--- config.mk ---
export PLATFORM = sky130hd
export DESIGN_NAME = rom_bus_arbiter
export DESIGN_NICKNAME = d
export VERILOG_FILES = /design/src/rtl/rom_bus_arbiter_pkg.sv /design/src/rtl/rom_bus_arbiter_arb_pick.sv /design/src/rtl/rom_bus_arbiter.sv
export SDC_FILE = /design/constraint.sdc
export NUM_CORES = 1
export LEC_CHECK = 0
export CAP_MARGIN = 20
export CELL_PAD_IN_SITES_DETAIL_PLACEMENT = 0
export CELL_PAD_IN_SITES_GLOBAL_PLACEMENT = 1
export CORE_ASPECT_RATIO = 1.5
export CORE_MARGIN = 2
export CORE_UTILIZATION = 20
export DETAILED_ROUTE_END_ITERATION = 10
export PLACE_DENSITY_LB_ADDON = 0.1
export SKIP_CTS_REPAIR_TIMING = 1
export SLEW_MARGIN = 5
export SYNTH_ARGS = -nofsm -noshare
export SYNTH_HDL_FRONTEND = slang
export SYNTH_SLANG_ARGS = --single-unit
--- constraint.sdc ---
create_clock -name clk -period 1.8 [get_ports clk]
set_input_delay 0.27 -clock clk [delete_from_list [all_inputs] [get_ports clk]]
set_output_delay 0.27 -clock clk [all_outputs]
set_load 0.01 [all_outputs]
--- src/rtl/rom_bus_arbiter_pkg.sv ---
// Shared widths and arbiter state encoding for rom_bus_arbiter.
// Optional build macro used by the arbiter: ARB_ROUND_ROBIN_EN.
package rom_bus_arbiter_pkg;

  localparam int unsigned MemAddrW = 32;
  localparam int unsigned WordW    = 32;
  localparam logic [WordW-1:0] ZeroWord = '0;

  typedef enum logic [1:0] {
    ArbIdle = 2'd0,
    ArbOwn0 = 2'd1,
    ArbOwn1 = 2'd2
  } arb_state_e;

  function automatic arb_state_e own_state(input logic idx);
    return idx ? ArbOwn1 : ArbOwn0;
  endfunction

endpackage

--- src/rtl/rom_bus_arbiter_arb_pick.sv ---
// Tie-break for simultaneous requests seen while the arbiter is idle.
// RoundRobin=1 hands a tie to the master that did not own the bus last; otherwise M1 wins.
module rom_bus_arbiter_arb_pick #(
  parameter bit RoundRobin = 1'b0
) (
  input  logic req0,
  input  logic req1,
  input  logic rr_last,
  output logic pick
);

  always_comb begin
    pick = req1;
    if (req0 && req1) begin
      pick = RoundRobin ? ~rr_last : 1'b1;
    end
  end

endmodule

--- src/rtl/rom_bus_arbiter.sv ---
// Two-master arbiter for the instruction memory data/write port, with burst cap.
// Define ARB_ROUND_ROBIN_EN for round-robin idle tie-break; default build favours M1 (loader).
module rom_bus_arbiter
  import rom_bus_arbiter_pkg::*;
#(
  parameter int unsigned MAX_BURST = 8,
  parameter int unsigned CNT_W     = 3
) (
  input  logic                clk,
  input  logic                rst_n,
  input  logic                m0_req_i,
  input  logic                m0_we_i,
  input  logic [MemAddrW-1:0] m0_addr_i,
  input  logic [WordW-1:0]    m0_wdata_i,
  input  logic [3:0]          m0_sel_i,
  output logic                m0_gnt_o,
  output logic                m0_rvalid_o,
  output logic [WordW-1:0]    m0_rdata_o,
  input  logic                m1_req_i,
  input  logic                m1_we_i,
  input  logic [MemAddrW-1:0] m1_addr_i,
  input  logic [WordW-1:0]    m1_wdata_i,
  input  logic [3:0]          m1_sel_i,
  output logic                m1_gnt_o,
  output logic                m1_rvalid_o,
  output logic [WordW-1:0]    m1_rdata_o,
  output logic [MemAddrW-1:0] mem_raddr_o,
  input  logic [WordW-1:0]    mem_rdata_i,
  output logic                mem_wen_o,
  output logic [MemAddrW-1:0] mem_waddr_o,
  output logic [WordW-1:0]    mem_wdata_o,
  output logic [3:0]          mem_wsel_o,
  output logic                arb_busy_o,
  output logic                arb_owner_o
);

`ifdef ARB_ROUND_ROBIN_EN
  localparam bit RrEn = 1'b1;
`else
  localparam bit RrEn = 1'b0;
`endif

  arb_state_e       state_q;
  logic             owner_q;
  logic             rr_q;
  logic [CNT_W-1:0] cnt_q;
  logic             m0_rvalid_q, m1_rvalid_q;
  logic [WordW-1:0] m0_rdata_q, m1_rdata_q;

  logic                busy, cur;
  logic                o_req, o_we, y_req;
  logic [MemAddrW-1:0] o_addr;
  logic [WordW-1:0]    o_wdata;
  logic [3:0]          o_sel;
  logic                cap, pick;
  logic                m0_rd_beat, m1_rd_beat;

  rom_bus_arbiter_arb_pick #(
    .RoundRobin(RrEn)
  ) u_arb_pick (
    .req0   (m0_req_i),
    .req1   (m1_req_i),
    .rr_last(rr_q),
    .pick   (pick)
  );

  // Mux the current owner's request onto a common set of signals.
  always_comb begin
    busy    = (state_q != ArbIdle);
    cur     = (state_q == ArbOwn1);
    o_req   = cur ? m1_req_i   : m0_req_i;
    o_we    = cur ? m1_we_i    : m0_we_i;
    o_addr  = cur ? m1_addr_i  : m0_addr_i;
    o_wdata = cur ? m1_wdata_i : m0_wdata_i;
    o_sel   = cur ? m1_sel_i   : m0_sel_i;
    y_req   = cur ? m0_req_i   : m1_req_i;
    cap     = (cnt_q == CNT_W'(MAX_BURST - 1));
  end

  always_comb begin
    m0_gnt_o    = (state_q == ArbOwn0) && m0_req_i;
    m1_gnt_o    = (state_q == ArbOwn1) && m1_req_i;
    m0_rd_beat  = m0_gnt_o && !m0_we_i;
    m1_rd_beat  = m1_gnt_o && !m1_we_i;
    mem_raddr_o = busy ? o_addr  : '0;
    mem_waddr_o = busy ? o_addr  : '0;
    mem_wdata_o = busy ? o_wdata : ZeroWord;
    mem_wsel_o  = busy ? o_sel   : 4'h0;
    mem_wen_o   = (m0_gnt_o || m1_gnt_o) && o_we;
    arb_busy_o  = busy;
    arb_owner_o = owner_q;
    m0_rvalid_o = m0_rvalid_q;
    m1_rvalid_o = m1_rvalid_q;
    m0_rdata_o  = m0_rdata_q;
    m1_rdata_o  = m1_rdata_q;
  end

  always_ff @(posedge clk or negedge rst_n) begin
    if (!rst_n) begin
      state_q     <= ArbIdle;
      owner_q     <= 1'b0;
      rr_q        <= 1'b0;
      cnt_q       <= '0;
      m0_rvalid_q <= 1'b0;
      m1_rvalid_q <= 1'b0;
      m0_rdata_q  <= ZeroWord;
      m1_rdata_q  <= ZeroWord;
    end else begin
      m0_rvalid_q <= m0_rd_beat;
      m1_rvalid_q <= m1_rd_beat;
      if (m0_rd_beat) m0_rdata_q <= mem_rdata_i;
      if (m1_rd_beat) m1_rdata_q <= mem_rdata_i;

      case (state_q)
        ArbIdle: begin
          if (m0_req_i || m1_req_i) begin
            state_q <= own_state(pick);
            owner_q <= pick;
            rr_q    <= pick;
            cnt_q   <= '0;
          end
        end
        ArbOwn0, ArbOwn1: begin
          if (!o_req) begin
            cnt_q <= '0;
            if (y_req) begin
              state_q <= own_state(~cur);
              owner_q <= ~cur;
              rr_q    <= ~cur;
            end else begin
              state_q <= ArbIdle;
            end
          end else if (cap) begin
            // Burst cap reached: hand over without a bubble if the other side waits.
            cnt_q <= '0;
            if (y_req) begin
              state_q <= own_state(~cur);
              owner_q <= ~cur;
              rr_q    <= ~cur;
            end
          end else begin
            cnt_q <= cnt_q + CNT_W'(1);
          end
        end
        default: state_q <= ArbIdle;
      endcase
    end
  end

endmodule

# Word level (Yosys, flattened, before mapping)
# Index checks and enable logic that the tools add are counted.
# Widths: inputs -> output; s select.
[totals]
ff_bits = 72
input_bits = 174
output_inout_bits = 171
word_cells = 59
[op_classes]
addsub = 1
n_eq_ne = 6
mux = 27
bitwise_logic = 1
n_reduce_logical = 17
[op_table]
columns = ["operator", "count"]
rows = [
  ["$mux 32", 4],
  ["$mux 2", 7],
  ["$mux 3", 3],
  ["$mux 1", 8],
  ["$mux 4", 2],
  ["$logic_and 1x1->1", 6],
  ["$ne 3x3->1 const B", 2],
  ["$pmux 3 s2", 1],
  ["$reduce_and 3->1", 2],
  ["$pmux 2 s2", 1],
  ["$reduce_bool 2->1", 2],
  ["$add 3x1->3 const B", 1],
  ["$eq 3x3->1 const B", 1],
  ["$eq 2x1->1 const B", 1],
  ["$eq 2x2->1 const B", 1],
  ["$logic_not 1->1", 2],
  ["$logic_not 2->1", 1],
  ["$logic_or 1x1->1", 2],
  ["$ne 2x2->1 const B", 1],
  ["$pmux 1 s2", 1],
  ["$reduce_and 2->1", 1],
  ["$reduce_or 2->1", 1],
  ["$not 1->1", 1],
]

# Longest topological paths before layout
[logic_depth]
depth_word = 6
mapped_depth = 9
ltp_nobuf = 7

# Cells and area by module
# From an unflattened synthesis, not the netlist that was laid out.
[unflattened]
hier_cells = 516
hier_area_um2 = 4256.6
[by_module_without_submodules]
columns = ["module", "n_inst", "cells_each", "area_each_um2", "seq_area_each_um2"]
rows = [
  ["rom_bus_arbiter", 1, 515, 4252.8, 1801.7],
  ["rom_bus_arbiter_arb_pick", 1, 1, 3.8, 0.0],
]

# Worst setup path after synthesis
# Ideal clock, no wire load.
[synth_path]
path_kind = "reg2out"
startpoint = "reg state_q[0]"
endpoint = "out mem_waddr_o[10]"
arrival_time_ns = 1.574
required_time_ns = 1.530
setup_slack_ns = -0.044
stages_incl_launch_ff = 8
path_buffers = 3
path_cell_list = "dfrtp_1 > inv_1 > ha_1 > buf_2 > buf_2 > mux2i_1 > nor2_1 > buf_4"
[synth_via]
elab_chain_cells = 3
elab_cells_between_ends = 4
classes_between = "eq/ne (1); mux (2); reduce/logical (1)"
[synth_lines]
columns = ["element", "line_no", "text"]
rows = [
  ["start: declaration", "rom_bus_arbiter.sv:43", "arb_state_e state_q;"],
  ["start signal: assignment", "rom_bus_arbiter.sv:100", "state_q <= ArbIdle;"],
  ["start signal: assignment", "rom_bus_arbiter.sv:117", "state_q <= own_state(pick);"],
  ["start signal: assignment", "rom_bus_arbiter.sv:127", "state_q <= own_state(~cur);"],
  ["$eq 2x2->1", "rom_bus_arbiter.sv:70", "cur = (state_q == ArbOwn1);"],
  ["$mux 32", "rom_bus_arbiter.sv:73", "o_addr = cur ? m1_addr_i : m0_addr_i;"],
  ["$mux 32 *", "n/a", ""],
  ["end: declaration", "rom_bus_arbiter.sv:30", "output logic [MemAddrW-1:0] mem_waddr_o,"],
]
# Every way passes the cells marked *; elsewhere a longest branch is shown, timed or not.

# Worst setup path after layout
[layout_path]
startpoint = "reg state_q[1]"
endpoint = "out mem_waddr_o[5]"
[layout_via]
elab_chain_cells = 3
elab_cells_between_ends = 4
classes_between = "eq/ne (1); mux (2); reduce/logical (1)"
[layout_lines]
columns = ["element", "line_no", "text"]
rows = [
  ["$eq 2x2->1", "rom_bus_arbiter.sv:70", ""],
  ["$mux 32", "rom_bus_arbiter.sv:73", ""],
  ["$mux 32 *", "rom_bus_arbiter.sv:86", "mem_waddr_o = busy ? o_addr : '0;"],
]
# Marked as above.

==> flow_results.org <==
** Placed design
- HPWL reported at the end of detailed placement :: 15.1 mm
- Buffers on Ports :: 344
- After detailed placement, the total cell area comes to 8120 sq um.
- Setup slack after placement :: -394 ps
- Final weighted congestion in routability-driven placement :: 0.774
- Once placement completed, the tool counted placed cells totaling 1,106.

** Detailed routing
- Final WL :: 19.2 mm
- Detailed Routing Iterations Pass 1 :: 4
- DRC errors left :: 0
- In this run, the number of DRC markers left after iteration 0 of detailed routing was 138.
- Once detail routing completed, the nets flagged for antenna violations numbered 0.
- Via-per-instance ratio :: 4.14
- Vias after detailed routing :: 4,728
- Mean routed wirelength per cell :: 16.8 um

** Hold path
- Worst hold path type :: primary input to async pin

** Floorplanning
- In this run the vertical extent of the chip is 183 um.
- Initial Utilization :: 0.203
- Die area :: 22,500 sq um
- In this run the count of I/O pins placed on the die edge is 345.
- Floorplan die width :: 123 um
- Std cell rows :: 65
- In this run the standard cell core region covers 21,000 sq um.

** Final layout
- Share of final-layout standard cells stronger than drive strength 1 :: 0.250
- Layout area overhead :: 101%
- Summing all non-filler instances in the final layout gives an area of 8550 sq um.
- Leaving out filler cells and counting taps, the final layout contains 1,141.
- For this run, the post-layout net count is 1,050.
- Ant. Diodes :: 0

** Clock tree
- Clock latency at the later pin of the worst-skew pair :: 330 ps
- In this run, CTS created clock tree buffers numbering 9.
- TritonCTS built the clock tree.
- Maximum level of the CTS H-tree :: 3
- Clk slew on worst S/H paths :: 60 ps
- The clock net in this run drives a total of 72 sinks.
- Cell chosen for the clock root :: sky130_fd_sc_hd__clkbuf_16
- Clock tree buffer depth :: 2

** Logic synthesis
- Of all cell types, the one taking the most synthesized area is sky130_fd_sc_hd__dfrtp_1.
- The number of nets in the synthesized netlist is 697.
- Cell with the most instances after synthesis :: sky130_fd_sc_hd__nand2_1
- The commonest cells after synthesis are sky130_fd_sc_hd__nand2_1, sky130_fd_sc_hd__dfrtp_1, sky130_fd_sc_hd__nor2_1, sky130_fd_sc_hd__mux2i_1, sky130_fd_sc_hd__buf_4.
- Share of synthesized flip-flops with an asynchronous set or reset :: 1.00
- Sequential cell area fraction in the yosys report :: 0.424
- Yosys Warn Count :: 0
- Seq cells post-synth :: 72
- Avg Cell Area, Syn :: 8.24 sq um
- The cell area that synthesis handed to floorplanning was 4250 sq um.
- Gate count of the mapped netlist :: 516
- Among all flip-flop cells after synthesis, the most frequent one is sky130_fd_sc_hd__dfrtp_1.
- Leading cell types by total area after synthesis :: sky130_fd_sc_hd__dfrtp_1, sky130_fd_sc_hd__nand2_1, sky130_fd_sc_hd__mux2i_1, sky130_fd_sc_hd__buf_4, sky130_fd_sc_hd__nor2_1
- Counting flops with a built-in enable in the synthesized netlist gives 0.
- Counting distinct cell types in the post-synthesis netlist gives 27.
- Of the post-synthesis cell area, the dominant cell type holds 0.424.

** Power and ir drop
- Tot Pwr :: 14.1 mW
- Max IR drop VDD :: 0.597 mV
- Power per standard cell area :: 1660 nW/um^2
- For this design the static power due to leakage is 4.18 nW.

** Global route
- The via count of the first global-routing pass is 5,075.
- In the global route stage, overall resource usage came out at 0.162.
- Maximum number of pins on one net before global-route repair :: 38
- Global-route wire length before repair :: 27.5 mm
- The initial antenna violation count came to 0.
- Overflow left after global routing :: 0

** STA
- Worst setup slack after layout :: -262 ps
- Final period util :: 1.15
- For this run, the top clock speed supported by timing is 0.485 GHz.
- Worst rel slew slack :: 0.708
- The count of final max-slew check failures is 0.
- Setup repair after global routing missed its margin :: true
- At the pin with the least slew margin, the transition time is 438 ps.
- Final period demand of the worst path :: 2060 ps
- Fin. Hold Viols :: 0
- Setup-failing EPs final :: 103
- Post-route clock skew :: 4.86 ps

** Worst setup path
- Data on the critical path is required at its endpoint by 1530 ps.
- For this design, the slowest cell found on the critical path is sky130_fd_sc_hd__dfrtp_2.
- Largest stage delay on the critical path :: 440 ps
- Maximum fanout along the worst path :: 6
- Data arrives at the worst endpoint at 1790 ps.
- STA classifies the critical path startpoint as a register.
- Walking the worst path, the cells encountered are ha_4 > buf_6 > buf_12 > buf_4 > mux2i_2 > nor2_2 > buf_2.
- Kind of capture point of the worst setup path :: primary output
- The setup path with the least slack is of type register to primary output.

** Run
- The tool flagged a number of max-cap violations equal to 0.

** Outcome
- Run status :: finished, violations left
- The checks that failed: setup timing.
[registers in the layout, indices dropped and copies added, names as in the netlist]
name	count
state_q	2
arb_owner_o	1
m1_rvalid_o	1
m0_rvalid_o	1
m0_rdata_o	32
cnt_q	3
m1_rdata_o	32
[worst max-delay path, delay by kind of cell, from the launching register on]
family,cells,cell delay [ps]
mux,1,140
fa+ha+maj,1,190
buf+inv,4,550
flops,1,440
simple gates,1,130
[placed cells by master, fill, tap and decap left out, drive strengths merged, types with 2 or more instances in the layout]
cell	netlist	routed
a21oi	4	4
a22o	3	3
buf	51	117
bufinv	0	2
clkbuf	13	52
clkdlybuf4s50	0	239
dfrtp	72	72
dlymetal6s2s	0	9
ha	7	7
inv	8	8
mux2	3	3
mux2i	70	70
nand2	199	199
nor2	71	71
nor2b	2	2
o21ai	2	2
or2	3	3
[final cells by class]
class	count	area [sq um]
Clock buffer	12	256
Clock inverter	3	65.1
Fill cell	2193	12400
Inverter	8	32.5
Multi-Input combinational cell	372	2200
Sequential cell	72	1800
Tap cell	268	335
Timing Repair Buffer	406	3850
[stage by stage]
stage	TNS, ps	hold slack, ps	util
global route	-27090	471	0.407
detailed placement	-23530	249	0.387
global placement	-22280	239	0.387
CTS	-64200	-119	0.402
floorplan	-1130	-25.6	-
finish	-17090	422	0.407
[path summary, 6_finish.rpt]
check / startpoint / to / slack [ps] / depth (start not counted)
worst max-delay path: state_q[1]$_DFFE_PN0P_ / mem_waddr_o[5] / -260 / 7
worst min-delay path: rst_n / m1_rdata_o[13]$_DFFE_PN0P_ / 420 / 2
worst max register to register: state_q[0]$_DFFE_PN0P_ / arb_owner_o$_DFFE_PN0P_ / -110 / 9
worst min register to register: m0_rdata_o[23]$_DFFE_PN0P_ / m0_rdata_o[23]$_DFFE_PN0P_ / 470 / 2
max in group asynchronous: rst_n / m1_rdata_o[0]$_DFFE_PN0P_ / 800 / 3
min in group clk: m0_rdata_o[23]$_DFFE_PN0P_ / m0_rdata_o[23]$_DFFE_PN0P_ / 470 / 2
[kinds of logic after synthesis]
logic type | count (synthesis) | synth area share
AND/OR/NAND/NOR | 280 | 0.256
adder cells (fa/ha/maj) | 7 | 0.0206
flip-flops | 72 | 0.424
AO/OA/AOI/OAI | 12 | 0.0227
multiplexers | 73 | 0.175
buffers and inverters | 72 | 0.102
[metal layers]
metal	share of wire	wire, um	GRT usage	vias up
met3	0.089	1710	0.0584	30
met1	0.32	6050	0.152	2177
met5	0	0	0	-
met4	0.031	596	0.0668	0
met2	0.56	10800	0.309	228
li1	-	-	-	2293
[where the power goes]
part / leakage (nW) / internal (mW) / switching, mW
Sequential: 0.903 / 2.41 / 0.445
Clock: 0.159 / 1.28 / 0.652
Combinational: 3.12 / 5.10 / 4.27
Total: 4.18 / 8.78 / 5.37
Power figures use the tool's default switching activity.
